**config.mk**
```make
export PLATFORM = sky130hd
export DESIGN_NAME = dmem_arbiter
export DESIGN_NICKNAME = d
export VERILOG_FILES = /design/src/rtl/dmem_arbiter.sv
export SDC_FILE = /design/constraint.sdc
export NUM_CORES = 1
export LEC_CHECK = 0
export BUFFER_PORTS_ARGS = -buffer_cell sky130_fd_sc_hd__buf_2
export CAP_MARGIN = 0
export CELL_PAD_IN_SITES_DETAIL_PLACEMENT = 0
export CELL_PAD_IN_SITES_GLOBAL_PLACEMENT = 1
export CORE_AREA = 2 2 123 125
export DETAILED_ROUTE_END_ITERATION = 10
export DIE_AREA = 0 0 125 127
export PLACE_DENSITY_LB_ADDON = 0.1
export SETUP_SLACK_MARGIN = 0.4
export SYNTH_ARGS = -nofsm -noshare
export SYNTH_HDL_FRONTEND = slang
export SYNTH_SLANG_ARGS = --single-unit
```
**constraint.sdc**
```tcl
create_clock -name clk -period 2.1 [get_ports clk]
set_input_delay 0.21 -clock clk [delete_from_list [all_inputs] [get_ports clk]]
set_output_delay 0.21 -clock clk [all_outputs]
set_load 0.01 [all_outputs]
```
**src/rtl/dmem_arbiter.sv**
```systemverilog
// Two-requester arbiter for the shared TinyRV1 data-memory port.
// Grants P or E each cycle, routes the one-cycle-later response back to its owner and counts conflicts.
module dmem_arbiter #(
  parameter int EXT_PRIORITY = 0,
  parameter int CNT_W        = 16
) (
  input  logic             clk,
  input  logic             rst,
  input  logic             p_req_val,
  output logic             p_req_rdy,
  input  logic             p_req_type,
  input  logic [31:0]      p_req_addr,
  input  logic [31:0]      p_req_wdata,
  output logic             p_resp_val,
  output logic [31:0]      p_resp_rdata,
  input  logic             e_req_val,
  output logic             e_req_rdy,
  input  logic             e_req_type,
  input  logic [31:0]      e_req_addr,
  input  logic [31:0]      e_req_wdata,
  output logic             e_resp_val,
  output logic [31:0]      e_resp_rdata,
  output logic             mem_req_val,
  output logic             mem_req_type,
  output logic [31:0]      mem_req_addr,
  output logic [31:0]      mem_req_wdata,
  input  logic [31:0]      mem_resp_rdata,
  output logic [CNT_W-1:0] conflict_cnt
);

  localparam logic OWN_P = 1'b0;
  localparam logic OWN_E = 1'b1;
  localparam logic [CNT_W-1:0] CNT_ONE = {{(CNT_W-1){1'b0}}, 1'b1};
  localparam logic [CNT_W-1:0] CNT_MAX = {CNT_W{1'b1}};

  logic             last_grant_q, last_grant_d;
  logic             resp_pending_q, resp_pending_d;
  logic             resp_owner_q, resp_owner_d;
  logic             resp_is_rd_q, resp_is_rd_d;
  logic [CNT_W-1:0] conflict_cnt_q, conflict_cnt_d;

  logic conflict;
  logic grant_p;
  logic grant_e;

  // Grant depends only on current requests and last_grant, so it is valid in the same cycle.
  always_comb begin
    conflict = p_req_val & e_req_val;
    grant_p  = 1'b0;
    grant_e  = 1'b0;
    if (conflict) begin
      if (EXT_PRIORITY != 0) begin
        grant_e = 1'b1;
      end else if (last_grant_q == OWN_E) begin
        grant_p = 1'b1;
      end else begin
        grant_e = 1'b1;
      end
    end else begin
      grant_p = p_req_val;
      grant_e = e_req_val;
    end
  end

  always_comb begin
    mem_req_type  = 1'b0;
    mem_req_addr  = 32'h0;
    mem_req_wdata = 32'h0;
    if (grant_p) begin
      mem_req_type  = p_req_type;
      mem_req_addr  = p_req_addr;
      mem_req_wdata = p_req_wdata;
    end else if (grant_e) begin
      mem_req_type  = e_req_type;
      mem_req_addr  = e_req_addr;
      mem_req_wdata = e_req_wdata;
    end
  end

  assign mem_req_val = p_req_val | e_req_val;
  assign p_req_rdy   = grant_p;
  assign e_req_rdy   = grant_e;

  always_comb begin
    last_grant_d   = last_grant_q;
    resp_pending_d = grant_p | grant_e;
    resp_owner_d   = grant_e ? OWN_E : OWN_P;
    resp_is_rd_d   = grant_e ? ~e_req_type : ~p_req_type;
    conflict_cnt_d = conflict_cnt_q;
    if (grant_p) begin
      last_grant_d = OWN_P;
    end else if (grant_e) begin
      last_grant_d = OWN_E;
    end
    if (conflict && (conflict_cnt_q != CNT_MAX)) begin
      conflict_cnt_d = conflict_cnt_q + CNT_ONE;
    end
  end

  always_ff @(posedge clk or posedge rst) begin
    if (rst) begin
      last_grant_q   <= OWN_E;
      resp_pending_q <= 1'b0;
      resp_owner_q   <= OWN_P;
      resp_is_rd_q   <= 1'b0;
      conflict_cnt_q <= '0;
    end else begin
      last_grant_q   <= last_grant_d;
      resp_pending_q <= resp_pending_d;
      resp_owner_q   <= resp_owner_d;
      resp_is_rd_q   <= resp_is_rd_d;
      conflict_cnt_q <= conflict_cnt_d;
    end
  end

  // Write acknowledges carry zero data; only reads forward the memory word.
  assign p_resp_val   = resp_pending_q & (resp_owner_q == OWN_P);
  assign e_resp_val   = resp_pending_q & (resp_owner_q == OWN_E);
  assign p_resp_rdata = (p_resp_val && resp_is_rd_q) ? mem_resp_rdata : 32'h0;
  assign e_resp_rdata = (e_resp_val && resp_is_rd_q) ? mem_resp_rdata : 32'h0;
  assign conflict_cnt = conflict_cnt_q;

endmodule

```
* Yosys cells after proc, flatten, opt, wreduce, memory -nomap -nowiden
Cells that the tools add are included.
Word-level totals: flip-flop bits (word level) 20, bits of input ports 166, output and inout bits 150, word-level logic and storage cells 35
Cells by class: add/subtract/negate cells 1, equality and inequality tests 1, multiplexer cells 16, bitwise gates (word level) 8, reductions and logical operators 4
Operator list (number):
- 2-to-1 mux 32 bit | 6
- adder 16 x 1 -> 16 bit (second input constant) | 1
- != test 16 bit (second input constant) | 1
- 2-to-1 mux 1 bit | 10
- AND 1 bit | 3
- logical AND 1 bit | 3
- inverter 1 bit | 3
- OR 1 bit | 2
- nonzero test 2 bit | 1

* Depth between registers and ports, before layout
depth after elaboration 4, mapped depth 5

* Worst setup path before layout
No wires, ideal clock.
path kind reg-to-reg, from register conflict_cnt_q[0], in the netlist conflict_cnt[0], to register conflict_cnt_q[1], in the netlist conflict_cnt[1], arrival 1560 ps, required time 1975 ps, path slack 415 ps, cell stages (with the launch flop) 6, buffers on the path 0, cells stage by stage dfrtp_1 ha_1 nand3_1 nor4_2 nor2_2 mux2_4
Between the ends: word-level cells in the longest chain between the ends 2, elaborated cells on any way between the ends 3, those cells by class 1 x add/sub; 1 x eq/ne; 1 x reduce/logical
RTL lines:
- from (decl) | line 40 | logic [CNT_W-1:0] conflict_cnt_q, conflict_cnt_d;
- from (signal assigned) | line 112 | conflict_cnt_q <= conflict_cnt_d;
- branches (longest 2 deep; another with adder 16 x 1 -> 16 bit)
Several ways; the timed one is not identified. A chain may end at the register's enable or synchronous reset.

* Worst setup path after layout
from register last_grant_q, to output mem_req_wdata[30]
Between the ends: word-level cells in the longest chain between the ends 4, elaborated cells on any way between the ends 6, those cells by class 6 x mux
RTL lines:
- from (decl) | line 36 | logic last_grant_q, last_grant_d;
- from (signal assigned) | line 108 | last_grant_q <= last_grant_d;
- 2-to-1 mux 1 bit | line 54 | end else if (last_grant_q == OWN_E) begin
- 2-to-1 mux 1 bit | line 51 | if (conflict) begin
- 2-to-1 mux 32 bit | line 73 | end else if (grant_e) begin
- 2-to-1 mux 32 bit * | line 69 | if (grant_p) begin
- to (decl) | line 26 | output logic [31:0] mem_req_wdata,
Every way passes the cells marked *; elsewhere a longest branch is shown, timed or not.

==> results.md <==
* Outcome: finished, final reports clean
* Net count after synthesis at roughly 400
* Cell Pwr Density at between 400 and 500 nW/µm²
* Post-synth EDFFs at 0
* Worst skew pair latency at about 0.25 ns
* Slew of the pin with the lowest slew margin at just over 0.8 ns
* Port Buffers at 315
* Relative slew margins at around 46%
* Grt ovf at 0
* Peak VDD IR at between 0.2 and 0.3 mV
* Final core occ at 30.31%
* Synth top area share at 28.05%
* Max-cap violations at 0
* P_leak at ~2.5 nW
* Crit path DAT at roughly 1.7 ns
* Finished layout cell area at approximately 4400 µm²
* Nets@finish at between 700 and 800
* Die Wd at about 130 µm
* Most frequent cells in the layout: 302 x buf_2, 65 x and2_1, 63 x a22o_1
* Worst hold path type: input port to async pin
* DRT antenna net count at 0
* Final Setup Violations at 0
* Ports at ~320
* Post-synthesis register bit count at 20
* Synth async-reset ratio at 100.0%
* Clock Tree Buf Depth at 2
* Pre-CTS WS at ~0.33 ns
* CP startpoint kind: flip-flop
* Clock transition at path regs at approximately 0.06 ns
* Crit-path max FO at 9
* CTS tree: yes
* Avg Vias per Cell at approximately 4.2
* Crit path kind: flip-flop to primary output
* Dominant cells by area after synthesis: a22o_1 28%, dfrtp_1 23%, and2_1 20%
* Mapped cell area at between 2000 and 2500 µm²
* Period utilization at 89.79%
* Leading cell type in the layout, fill and taps excluded: buf_2
* Residual DRC count at 0
* Gr usage total at between 10 and 15%
* Ys flop type: dfrtp_1
* Area Growth Syn to Fin at 115.4%
* Number of DRC markers in iteration 0 at 111
* RSZ-0062 raised after global routing: true
* Slack of the critical path at around 0.21 ns
* Final Hold Viols at 0
* DRT Pass-1 Iters at 4
* H-tree depth at 1
* CTS Sinks at 20
* Placed cell areas at between 3000 and 4000 µm²
* Die ar. at ~16000 µm²
* Worst Setup End Kind: primary output
* WL/cell at 17.43 µm
* Max Slew Vio Count at 0
* Share of cells above drive strength 1 at between 60 and 70%
* Setup tns final at 0 ns
* Max Freq at between 500 and 600 MHz
* TritonCTS Buffers at 3
* Final min period at approximately 1.9 ns
* Fin cells at approximately 750
* DR vias at 3151
* Num rows at 44
* Largest net degree at the start of global routing at 39
* Root buf cell: clkbuf_16
* Worst Skew at between 0.0015 and 0.002 ns
* Core Area at roughly 14000 µm²
* DP Cell Count at between 700 and 800
* Number of global-route vias before repair at 3097
* CP Data Required Time at 1.89 ns
* Synth area leader: a22o_1
* Syn Inst Count at approximately 230
* Netlist cell types at 35
* DIE HEIGHT at between 100 and 150 µm
* First-pass GRT wire length at ~19000 µm
* HPWL Detailed at around 11000 µm
* Initial antenna violation count at 5
* Ys Warns at 0
* Seq/Total Area, Yosys at 24.72%
* DRT Wirelength at roughly 13000 µm
* Starting Density at ~14%
* Routability cong. at about 0.83
* Mapped Avg Cell Area at slightly below 9 µm²
-- synthesized netlist by cell type (2+ instances only) --
library cell / n
nand3_1: 6
nand4_1: 5
inv_1: 3
nor2_1: 3
xnor2_1: 5
dfrtp_1: 19
nor3_1: 4
nor4_2: 2
nand2_1: 5
and2_1: 65
xor2_1: 9
clkbuf_1: 11
and3_1: 2
a22o_1: 65
a21boi_1: 2
buf_2: 9
-- registers in the layout (all words and copies together) (netlist names) --
name,count
conflict_cnt,16
last_grant_q,1
resp_is_rd_q,1
resp_owner_q,1
resp_pending_q,1
-- per-layer routing --
layer / track usage (%) / vias to the layer above / routed length, µm
met5: 0 / - / 23
met4: 1.699 / 4 / 55
met3: 5.318 / 10 / 1367
met2: 29.76 / 194 / 7105
met1: 15.47 / 1416 / 4452
li1: - / 1527 / -
-- logic make-up after synthesis --
family / share of synthesized area [%]
and+or+nand+nor: 33.17
AOI/OAI and AO/OA: 29.41
buffers and inverters: 4.809
DFF: 24.72
xor gates and xnor gates: 6.042
muxes: 1.233
adders and majority gates: 0.6164
-- metrics by stage --
stage	power, mW	hold slack [ns]
after detailed placement	1.561	0.4405
after floorplan	1.038	0.1731
after global placement	1.566	0.4258
after CTS	2.078	0.1646
after global routing	2.337	0.1949
final	2.176	0.1052
-- worst max-delay path: stages, from the launching register on --
cell and delay, ns:
dfstp_2 0.57, inv_2 0.05, a21boi_4 0.17, buf_4 0.14, buf_6 0.10, buf_16 0.12
a22o_1 0.15, buf_2 0.13
-- layout make-up --
cell class              count  area, µm²
diodes                      3      7.507
clock buffers               4      78.83
fillers                  1589      10050
inverters                   3      11.26
multi-input cells         191       1519
flip-flops and latches     20      504.2
well taps                 184      230.2
repair buffers            341       2021
-- what timing repair did --
item / CTS / global route
endpoints found under the setup margin: 91 / 96
cloned: 4 / 2
buffers inserted: 9 / 4
hold buffers: 0 / 0
resized for setup: 20 / 21
pin swaps: 3 / 36
-- path summary, 6_finish.rpt --
path                            cells past startpoint  slack [ns]             start                end
max in group asynchronous                           2        1.43               rst    conflict_cnt[0]
worst min register to register                      1        0.52  conflict_cnt[13]   conflict_cnt[13]
worst min-delay path                                2        0.11               rst    conflict_cnt[5]
worst max register to register                      5        0.45   conflict_cnt[1]   conflict_cnt[15]
min in group clk                                    2        0.19         p_req_val       last_grant_q
worst max-delay path                                7        0.21      last_grant_q  mem_req_wdata[30]
-- where the power goes --
| part | total (mW) | internal, mW | switching (mW) |
|---|---|---|---|
| Clock | 0.401 | 0.258 | 0.143 |
| Sequential | 0.563 | 0.460 | 0.102 |
| Combinational | 1.21 | 0.655 | 0.557 |
Note: power is estimated with default switching activity, not from simulation.
